--- config.mk ---
export PLATFORM = sky130hd
export DESIGN_NAME = regfile_2r1w_clr
export DESIGN_NICKNAME = d
export VERILOG_FILES = /design/src/rtl/regfile_2r1w_clr.sv
export SDC_FILE = /design/constraint.sdc
export NUM_CORES = 1
export LEC_CHECK = 0
export CAP_MARGIN = 20
export CORE_ASPECT_RATIO = 0.9
export CORE_MARGIN = 5
export CORE_UTILIZATION = 35
export CTS_CLUSTER_DIAMETER = 120
export DETAILED_ROUTE_END_ITERATION = 10
export HOLD_SLACK_MARGIN = 0.05
export PLACE_DENSITY = 0.53
export SLEW_MARGIN = 20
export SYNTH_ARGS = -nofsm -noshare
export SYNTH_HDL_FRONTEND = slang
export SYNTH_SLANG_ARGS = --single-unit
--- constraint.sdc ---
create_clock -name CLK -period 2.7 [get_ports CLK]
set_input_delay 0.675 -clock CLK [delete_from_list [all_inputs] [get_ports CLK]]
set_output_delay 0.675 -clock CLK [all_outputs]
set_load 0.02 [all_outputs]
--- src/rtl/regfile_2r1w_clr.sv ---
// Two-read, one-write register file with registered reads, write-first bypass and a
// one-entry-per-cycle clear sequencer. Optional parity storage/checking under RF_PARITY_EN.
module regfile_2r1w_clr #(
    parameter int unsigned WIDTH = 8,
    parameter int unsigned DEPTH = 16,
    parameter int unsigned AW    = $clog2(DEPTH)
) (
    input  logic             CLK,
    input  logic             RST,
    input  logic             WR_ENABLE,
    input  logic [AW-1:0]    WA,
    input  logic [WIDTH-1:0] Din,
    input  logic [AW-1:0]    RA0,
    input  logic [AW-1:0]    RA1,
    output logic [WIDTH-1:0] Dout0,
    output logic [WIDTH-1:0] Dout1,
`ifdef RF_PARITY_EN
    input  logic             PINJ,
    output logic             PERR0,
    output logic             PERR1,
`endif
    input  logic             CLR_REQ,
    output logic             WR_READY,
    output logic             BUSY,
    output logic             CLR_DONE
);

    localparam logic [AW:0]   DEPTH_W = (AW+1)'(DEPTH);
    localparam logic [AW-1:0] LAST    = AW'(DEPTH - 1);

    typedef enum logic [0:0] {StIdle, StClear} state_e;

    state_e           state_q, state_d;
    logic [AW-1:0]    ptr_q, ptr_d;
    logic             done_q, done_d;
    logic [WIDTH-1:0] mem_q [DEPTH];
    logic [WIDTH-1:0] dout_q [2];
    logic [WIDTH-1:0] rd_d [2];
    logic [AW-1:0]    ra [2];
    logic             clearing;
    logic             wr_acc;

    assign ra[0]    = RA0;
    assign ra[1]    = RA1;
    assign clearing = (state_q == StClear);
    assign wr_acc   = WR_ENABLE && !clearing && ({1'b0, WA} < DEPTH_W);

    assign BUSY     = clearing;
    assign WR_READY = !clearing;
    assign CLR_DONE = done_q;
    assign Dout0    = dout_q[0];
    assign Dout1    = dout_q[1];

    always_comb begin
        state_d = state_q;
        ptr_d   = ptr_q;
        done_d  = 1'b0;
        unique case (state_q)
            StIdle: begin
                if (CLR_REQ) begin
                    state_d = StClear;
                    ptr_d   = '0;
                end
            end
            StClear: begin
                ptr_d = ptr_q + AW'(1);
                if (ptr_q == LAST) begin
                    state_d = StIdle;
                    ptr_d   = '0;
                    done_d  = 1'b1;
                end
            end
            default: state_d = StIdle;
        endcase
    end

    // Read priority: out of range, then write bypass, then entry being cleared, then array.
    always_comb begin
        for (int p = 0; p < 2; p++) begin
            rd_d[p] = '0;
            if ({1'b0, ra[p]} < DEPTH_W) begin
                if (wr_acc && (WA == ra[p])) begin
                    rd_d[p] = Din;
                end else if (clearing && (ptr_q == ra[p])) begin
                    rd_d[p] = '0;
                end else begin
                    rd_d[p] = mem_q[ra[p]];
                end
            end
        end
    end

    always_ff @(posedge CLK) begin
        if (RST) begin
            state_q <= StIdle;
            ptr_q   <= '0;
            done_q  <= 1'b0;
            for (int unsigned i = 0; i < DEPTH; i++) begin
                mem_q[i] <= '0;
            end
            dout_q[0] <= '0;
            dout_q[1] <= '0;
        end else begin
            state_q <= state_d;
            ptr_q   <= ptr_d;
            done_q  <= done_d;
            if (wr_acc) begin
                mem_q[WA] <= Din;
            end
            if (clearing) begin
                mem_q[ptr_q] <= '0;
            end
            dout_q[0] <= rd_d[0];
            dout_q[1] <= rd_d[1];
        end
    end

`ifdef RF_PARITY_EN
    logic par_q [DEPTH];
    logic perr_q [2];
    logic perr_d [2];

    assign PERR0 = perr_q[0];
    assign PERR1 = perr_q[1];

    // Only a genuine array read can flag an error; bypass and cleared reads are clean.
    always_comb begin
        for (int p = 0; p < 2; p++) begin
            perr_d[p] = 1'b0;
            if (({1'b0, ra[p]} < DEPTH_W) && !(wr_acc && (WA == ra[p])) &&
                !(clearing && (ptr_q == ra[p]))) begin
                perr_d[p] = par_q[ra[p]] ^ (^mem_q[ra[p]]);
            end
        end
    end

    always_ff @(posedge CLK) begin
        if (RST) begin
            for (int unsigned i = 0; i < DEPTH; i++) begin
                par_q[i] <= 1'b0;
            end
            perr_q[0] <= 1'b0;
            perr_q[1] <= 1'b0;
        end else begin
            if (wr_acc) begin
                par_q[WA] <= (^Din) ^ PINJ;
            end
            if (clearing) begin
                par_q[ptr_q] <= 1'b0;
            end
            perr_q[0] <= perr_d[0];
            perr_q[1] <= perr_d[1];
        end
    end
`endif

endmodule

# ---- Word level (Yosys, flattened, before mapping)
# Memories as Yosys holds them, arrays and structs flattened.
# Cells that the tools add are included.
dict set report op_classes {
  eq_ne 6
  reduce_logical 9
  bitwise_logic 3
  muxes 28
  addsub 1
}
# op count
set ops {}
lappend ops {{$mux 8} 8}
lappend ops {{$eq 4x4->1} 4}
lappend ops {{$mux 4} 4}
lappend ops {{$reduce_or 8->1} 2}
lappend ops {{$mux 1} 14}
lappend ops {{$pmux 4 s2} 1}
lappend ops {{$logic_and 1x1->1} 5}
lappend ops {{$add 4x1->4 const B} 1}
lappend ops {{$eq 4x4->1 const B} 1}
lappend ops {{$ne 2x2->1 const B} 1}
lappend ops {{$or 1x1->1} 2}
lappend ops {{$pmux 1 s2} 1}
lappend ops {{$reduce_or 2->1} 1}
lappend ops {{$logic_not 1->1} 1}
lappend ops {{$not 1->1} 1}
dict set report word_totals {
  mem_bits_rw 144
  n_memories 2
  word_cells 52
  regBits 6
}
# name words word_bits rd rd_clocked_by_memory_dff write_ports line_no
set memory_table {}
lappend memory_table {mem_q 16 8 2 0 16 36} ;# logic [WIDTH-1:0] mem_q [DEPTH];
lappend memory_table {dout_q 2 8 2 0 2 37} ;# logic [WIDTH-1:0] dout_q [2];

# ---- Depth between registers and ports, before layout
# Gate-level depths: netlist (run 1).
dict set report logic_depth {
  word_depth 8
  depth_mapped 6
  mapped_depth_nobuf 5
}

# ---- Worst setup path before layout (run 1)
# OpenSTA, ideal clock, no wires.
dict set report synth_timing {
  kind {in2reg}
  from {input port WA[3]}
  to {memory mem_q[0][0] (enable)}
  n_path_buf 0
  arrival_ns 1.851
  cell_stages 4
  setup_slack_ns 0.515
  setup_time_ns 0.334
  path_cell_list {or3b_1 -> a21oi_4 -> nand3_2 -> nand2b_1}
}
# item line_no
set synth_rtl {}
lappend synth_rtl {{start, declared} 11} ;# input logic [AW-1:0] WA,
lappend synth_rtl {{end, declared} 36}

# ---- Final worst setup path (run 1)
dict set report layout_timing {
  from {register state_q (netlist: BUSY)}
  to {output port BUSY}
}
# item line_no
set layout_rtl {}
lappend layout_rtl {{start, declared} 33} ;# state_e state_q, state_d;
lappend layout_rtl {{start signal, assigned} 95} ;# state_q <= StIdle;
lappend layout_rtl {{start signal, assigned} 104} ;# state_q <= state_d;
lappend layout_rtl {{end, declared} 24} ;# output logic BUSY,
# No word-level cell between the ends.

==> impl_summary.md, run 1 <==
Pwr
The worst IR drop on VDD is between 300 and 400 uV. In this run the power density over the cells is about 620 nW/um2. The leakage power of the design is 0.00341 uW.

STA
The slew at the pin closest to its max-slew limit is 0.482 ns. The count of final hold-check violations is 0. Setup violations remaining at the end of the flow were counted as 0. Hold is met by roughly 0.57 ns. The max-slew violation count came to 0. Setup repair after global routing left no endpoint under its margin.

For this run, the top clock speed supported by timing is 397 MHz. In the finished design, the share of the clock period the worst path needs comes to 0.934. The headroom to the max-slew limit is 0.678. Between clock sinks in the finished design, the worst skew comes to between 0.006 and 0.007 ns.

The smallest clock period supported by the final layout is computed as between 2 and 3 ns.

Clock tree
In this run the number of H-tree levels came out at 4. In this run the post-CTS setup repair buffer count came out at 0. The post-cts sizing count is 0.

The root buffer cell is clkbuf_16. The maximum clock path buffer count is 2. The clock latency reported for the late side of the worst-skew pair is 0.43 ns. Clock-pin slew was measured on the worst setup and hold paths at approximately 0.070 ns. TritonCTS built the clock tree.

In this run, CTS created clock tree buffers numbering 17. The number of clock sinks is 150. The number of buffers inserted by hold repair at cts is 0.

Setup path
The critical path is of the reg -> out type. The highest fanout seen on the critical path is 12. The kind of capture point of the worst setup path is a primary output.

The data arrival at the endpoint of the critical path is 1.85 ns. Together, buffers and inverters on the worst path number 2. The type of origin of the critical path is a flip-flop.

The signal on the critical path passes through buf_4, clkdlybuf4s50_1. The required time of the critical path is approximately 2 ns. In this design, the stage delay of the slowest critical-path cell is ~0.61 ns. On the critical path, the stage with the largest delay is an instance of clkdlybuf4s50_1. The cell family contributing the most delay on the critical path is buffers and inverters.

Synth
The count of flip-flops with a built-in enable after synthesis is ~130. In the synthesized netlist the async set-or-reset flop fraction comes to 0. The largest total area in the synthesized netlist belongs to edfxtp_1. The post-synthesis area per instance is 13.6 um2. The prevailing post-synth register cell is edfxtp_1. The number of synthesized register bits is 150.

The mapped netlist covers approximately 7800 um2. Yosys attributes the largest share of cell area to edfxtp_1 (49%), mux4_2 (19%), nor2_1 (7.3%). Of the post-synthesis cell area, the dominant cell type holds 0.494. Counting every instance in the synthesized netlist gives 572. For this run, the register share of the synthesized area comes to 0.551. The number of warnings reported in the yosys synthesis log is 0. When the netlist entered floorplanning its net count stood at approximately 600. The synthesized netlist contains 37 unique library cells.

Layout
The sequential cells in the finished layout cover a total of 4280 um2. The final layout net count is roughly 680. The area used by multi-input combinational logic is ~3200 um2. The number of non-filler instances in the completed layout is 957. Of the cells placed in the final design, the portion with a size suffix greater than 1 is 0.275. The filler cells instantiated in the layout total between 1500 and 2000. The signed area change from the synthesized netlist to the final layout is 23.9%. The post-route core utilization is 0.443. The diode insertion count for antenna repair is 0.

Worst hold path
The path class of the tightest hold or removal check is reg -> reg.

Route
After detailed routing, the number of vias per cell comes to about 5.5. The total via count after detailed routing is roughly 5300. The total wire length is 22400 um. The number of remaining DRC errors is 0. In this run the remaining antenna-violating nets after routing total 0. The detailed-router iteration count before antenna repair is 5. The detailed router's first-iteration violation count is roughly 600. The average wire per standard cell is 23.4 um.

Run
The max-capacitance violation count is 0.

Floorplan
The number of top-level design ports is 43. The x dimension of the die is roughly 170 um. The total area inside the core boundary comes to 21800 um2. The total number of placement rows is between 50 and 60. The floorplan step set the die height to roughly 150 um.

The starting utilization of the core area is 0.358. The die covers about 25000 um2.

GRT
The leftover overflow at the end of global routing is 0. The wire length of the first global-routing pass is around 34000 um. The maximum number of pins on one net before global-route repair is 35. The overall routing resource usage is 0.184. The initial antenna violation count is 0.

The via count of the first global-routing pass is about 5400.

Place
The half-perimeter wire length of the detailed placement result is about 16000 um. The number of port buffers is 42. Counting tap cells, the placed design contains a total of a little over 900 instances. Routability-driven placement finished with a final weighted congestion of between 0.8 and 0.9.

Status
The flow ran to the end, and the final reports show no timing, DRC or antenna violations.
-- power breakdown --
| group | total [uW] | leakage, uW | internal (uW) | switching (uW) |
|---|---|---|---|---|
| sequential | 2680 | 0.00151 | 2620 | 62.3 |
| combinational | 819 | 0.00161 | 384 | 435 |
| clock | 2460 | 0.000293 | 1410 | 1050 |
-- worst min-delay path, cell delays in order (launching register included) --
cell and delay [ns]:
dfxtp_1 0.37, o21ai_0 0.10, a21oi_1 0.06
-- cells in the mapped netlist (2+ instances only) --
| library cell | number |
|---|---|
| a31o_2 | 5 |
| buf_1 | 2 |
| buf_2 | 12 |
| o21ai_0 | 2 |
| clkbuf_1 | 18 |
| nand4b_1 | 2 |
| a21oi_1 | 5 |
| nor3_1 | 5 |
| nand3_2 | 16 |
| inv_1 | 12 |
| and2_1 | 2 |
| nor2b_1 | 5 |
| dfxtp_1 | 22 |
| buf_6 | 6 |
| nor4bb_1 | 2 |
| buf_4 | 2 |
| nand2b_1 | 18 |
| a22o_1 | 32 |
| nand3b_1 | 2 |
| nor2_1 | 151 |
| a21oi_4 | 2 |
| mux4_2 | 64 |
| nand2_1 | 12 |
| nand3_1 | 4 |
| edfxtp_1 | 128 |
| o32ai_1 | 16 |
| xnor2_1 | 8 |
| xor2_1 | 8 |
-- metal layers --
layer | part of all wire | vias up | GRT usage
met5 | 0 | - | 0
met4 | 0.032 | 0 | 0.0686
met3 | 0.086 | 35 | 0.0485
met2 | 0.44 | 253 | 0.273
met1 | 0.44 | 2667 | 0.261
li1 | - | 2342 | -
-- placed cells by master, fill, tap and decap left out, types with 4 or more instances in the layout --
cell type        synthesis  layout
nor2_1                 151     151
clkdlybuf4s50_1          0      40
inv_1                   12      12
a31o_2                   5       5
inv_8                    0       5
nor3_1                   5       5
xnor2_1                  8       8
nand2b_1                18      18
a22o_1                  32      32
dfxtp_1                 22      22
clkbuf_16                0      17
nand2_1                 12      12
edfxtp_1               128     128
nor2b_1                  5       5
xor2_1                   8       8
nand3_1                  4       4
a21oi_1                  5       5
o32ai_1                 16      16
buf_4                    2      41
nand3_2                 16      16
buf_12                   0      19
mux4_2                  64      64
-- metrics by stage --
step	setup TNS, ns	area, um2	setup slack (ns)	total power (uW)
floorplan	0	7780	0.515	3170
global placement	-0.208	9030	-0.0262	3530
detailed placement	-2.78	9030	-0.0846	3540
CTS	0	9640	0.151	6000
global route	0	9640	0.104	6150
finish	0	9640	0.179	5960
-- registers in the layout, indices dropped and copies added, names as in the netlist --
register  count
BUSY          1
CLR_DONE      1
dout_q       16
mem_q       128
ptr_q         4
-- final timing paths --
check                              start          end  slack (ns)  cells past startpoint
worst max-delay path                BUSY         BUSY        0.18                      2
worst min-delay path            ptr_q[3]     ptr_q[3]        0.57                      2
worst max register to register      BUSY  mem_q[6][5]        0.46                      4
worst min register to register  ptr_q[3]     ptr_q[3]        0.57                      2
-- layout make-up --
class | count | area share
clock buffers | 17 | 0.0441
well taps | 291 | 0.0378
inverters | 12 | 0.00467
repair buffers | 102 | 0.114
multi-input cells | 370 | 0.336
flip-flops and latches | 150 | 0.445
clock inverters | 15 | 0.0193
-- cell families after synthesis --
logic type,after synthesis,share of synthesized area
compound gates,63,0.0693
xor+xnor,16,0.0180
fa+ha+maj,1,0.00161
buf+inv,52,0.0338
flops,150,0.551
mux,67,0.191
simple gates,223,0.136
(Power assumes the default switching activity.)
==> inputs of run 2 (changes only) <==
--- a/config.mk
+++ b/config.mk
@@ -13,6 +13,7 @@
 export DETAILED_ROUTE_END_ITERATION = 10
 export HOLD_SLACK_MARGIN = 0.05
 export PLACE_DENSITY = 0.53
+export SKIP_CTS_REPAIR_TIMING = 1
 export SLEW_MARGIN = 20
 export SYNTH_ARGS = -nofsm -noshare
 export SYNTH_HDL_FRONTEND = slang
==> results of run 2 <==
The final DEF is identical to that of run 1; final timing and power are the same.
==> inputs of run 3 (changes only) <==
--- a/config.mk
+++ b/config.mk
@@ -5,6 +5,7 @@
 export SDC_FILE = /design/constraint.sdc
 export NUM_CORES = 1
 export LEC_CHECK = 0
+export ABC_AREA = 1
 export CAP_MARGIN = 20
 export CORE_ASPECT_RATIO = 0.9
 export CORE_MARGIN = 5
==> run 3 against run 2 <==
Effect of this change: register-to-register slack improved by 0.17 ns; hold slack worse by 0.012 ns; first-iteration DRC count is 25% higher; highest routed layer unchanged.
==> impl_summary.md, run 3 <==
Status
The run finished with clean final reports.

STA
The setup violation total in the final timing report is 0. The maximum clock skew at final layout is approximately 0.011 ns. The slew at the pin closest to its max-slew limit is roughly 0.44 ns. The tightest hold path in the finished design has a slack of 0.560 ns. Counting I/O delays and the setup requirement, the final critical path takes 2.25 ns. The count of final hold-check violations is 0. The max-slew violation count came to 0. The final cycle utilization of the critical path is 0.833. Setup repair after global routing left no endpoint under its margin. Static timing analysis puts the maximum clock frequency at 444 MHz. Measured against its own limit, the worst slew margin works out to 0.704.

Once routing completed, OpenROAD measured the worst setup slack at ~0.45 ns. In the final timing run, aggregate negative setup slack is 0 ns.

Setup path
The class of the most critical setup path is reg -> out. The kind of capture point of the worst setup path is a primary output. Of all nets on the critical path, the largest fanout is 6. At the worst endpoint, the required time is roughly 2 ns.

The data arrival at the endpoint of the critical path is about 1.6 ns. The type of origin of the critical path is a flip-flop.

Layout
Leaving out fill and tap cells, the most frequent cells in the layout are nand2_1 (351), nand3_1 (228), nor2_1 (139), inv_1 (137), edfxtp_1 (128). The library cell used most frequently in the layout, excluding fill and tap cells, is nand2_1. The signed area change from the synthesized netlist to the final layout is 23.7%. The fraction of layout cells with a size suffix above 1 is 0.128. The largest registers in the layout are mem_q: 128 flops, dout_q: 16 flops, ptr_q: 4 flops. The largest register by flop count is mem_q. The final layout contains about 1300 nets. 0 antenna diodes ended up in the layout. The flip-flop count of the largest register, all copies and words added is ~130.

Synth
The most used flip-flop cell after synthesis is edfxtp_1. The number of synthesized register bits is 150. The cell taking the most area after synthesis is edfxtp_1.

During synthesis, Yosys emitted a total of 0 warnings. After synthesis, the netlist uses 28 different library cells. The most repeated cell in the gate-level netlist after synthesis is nand2_1. Counting every instance in the synthesized netlist gives 1151. After synthesis, the cell types taking the most area are edfxtp_1 (45%), nand2_1 (15%), nand3_1 (13%). The share of flip-flops with an asynchronous set or reset after synthesis is 0. In this run, synthesis inferred 128 flip-flops with an integrated enable. The post-synthesis area per instance is 7.43 um2.

The share of synthesized area in the top cell type comes to 0.449. The synthesized netlist occupies a cell area of about 8600 um2. The post-synthesis sequential area ratio is 0.501. The synthesized netlist net count is ~1200.

Sorting the synthesized cells by how often they occur yields nand2_1 (351), nand3_1 (228), inv_1 (139), nor2_1 (139), edfxtp_1 (128).

Floorplan
The core region area is ~24000 um2. The initial utilization of the core area, before any placement, comes to 0.354. The total number of placement rows is 54.

The die area is about 28000 um2. The x dimension of the die is 175 um. The die is ~160 um tall. In this run the count of I/O pins placed on the die edge is 43.

Route
The count of nets left with antenna violations once routing finished came out at 0. After detailed routing, the average wire length per cell comes to 19.2 um. The detailed-router iteration count before antenna repair is 7. The first routing iteration left ~760 violations. The total wire length is between 30000 and 40000 um.

The total via count after detailed routing is between 8000 and 9000. In the routed layout, each cell is associated on average with a via count of about 5.1. The number of remaining DRC errors is 0.

GRT
The via count of the first global-routing pass is ~7600. The met2 layer usage reported by global route is 0.328. The total overflow left after global routing is 0. The initial antenna violation count is 0. The routing usage on met1 is 0.320. The met3 usage in global routing is 0.0480.

The overall routing resource usage is 0.219. The global routing stage identified its most utilized layer as met2. The first global-routing pass estimated roughly 46000 um of wire.

Entering global routing, the biggest net connects between 40 and 50 pins.

Run
The tool flagged a number of max-cap violations equal to 0.

Place
In this run the tool buffered the top-level ports with between 40 and 50 buffer cells. At the end of routability-driven placement, the weighted congestion stood at 0.955. The half-perimeter wire length of the detailed placement result is 21500 um.

The worst-case setup slack after placement is 0.0630 ns.

Worst hold path
In this run the worst hold path is classified as reg -> reg.

Clock tree
TritonCTS built the clock tree. CTS placed an instance of clkbuf_16 at the clock tree root. The clock-pin slew of the registers on the worst-case setup and hold paths is about 0.060 ns. The number of clock sinks is 150. The H-tree was split into 4 levels. At the later pin of the worst-skew pair, clock insertion delay measures roughly 0.43 ns.

Counting along the longest clock path gives a buffer depth of 2. The total clock buffers created by CTS is 17.

Pwr
Summed over all cells, the static leakage comes to around 0.0048 uW. Dividing total power by cell area gives a power density of between 500 and 600 nW/um2. Across the VDD grid, the largest voltage drop is 455 uV. The post-layout total power is ~6000 uW.
-- run 3: changes by cell type in the layout (fill, tap and decap cells not counted), sizes merged, moves of 18 or more --
cell | previous run | this run
nand3 | 20 | 228
a22o | 32 | 0
mux4 | 64 | 0
nand2 | 12 | 364
nand2b | 18 | 0
buf | 62 | 98
inv | 20 | 146
-- run 3: path summary, 6_finish.rpt --
path                            from           end  slack, ns  depth (start not counted)
worst min register to register  BUSY      ptr_q[2]       0.56                          2
worst max-delay path            BUSY      WR_READY       0.45                          2
worst min-delay path            BUSY      ptr_q[2]       0.56                          2
worst max register to register  BUSY  mem_q[14][5]       0.63                          9
-- run 3: layout make-up --
type                            count  area [um2]
Clock buffer                       24         462
Inverter                          150         563
Fill cell                        2476       13600
Sequential cell                   150        4280
Multi-Input combinational cell    788        3450
Clock inverter                      8         105
Tap cell                          308         385
Timing Repair Buffer              138        1330
-- run 3: critical path: stages (launching register included) --
cell             delay, ns
dfxtp_1               0.37
inv_2                 0.16
clkdlybuf4s50_1       0.63
-- run 3: stage by stage --
step           area [um2]  std cells  utilization
2_1_floorplan        8550       1151            -
3_3_place_gp        10000       1534        0.414
3_5_place_dp        10000       1534        0.414
4_1_cts             10600       1566        0.437
5_1_grt             10600       1566        0.437
6_report            10600       1566        0.437
-- run 3: kinds of logic (layout without fill, tap and decap cells) --
logic type	Yosys count	count (layout)	synth area share
AOI/OAI and AO/OA	36	36	0.0253
xor gates and xnor gates	7	7	0.00717
adders and majority gates	1	1	0.00146
buffers and inverters	213	320	0.0958
DFF	150	150	0.501
and+or+nand+nor	744	744	0.369
-- run 3: power breakdown --
part / leakage [uW] / internal (uW) / switching [uW]
combinational: 0.00300 / 361 / 674
sequential: 0.00151 / 2620 / 34.5
clock: 0.000265 / 1390 / 943
-- run 3: per-layer routing --
layer / share of wire / up-vias / wire [um]
met3: 0.092 / 43 / 2780
met5: 0 / - / 0
met4: 0.018 / 0 / 555
li1: - / 3861 / -
met2: 0.43 / 406 / 12900
met1: 0.46 / 3745 / 13800
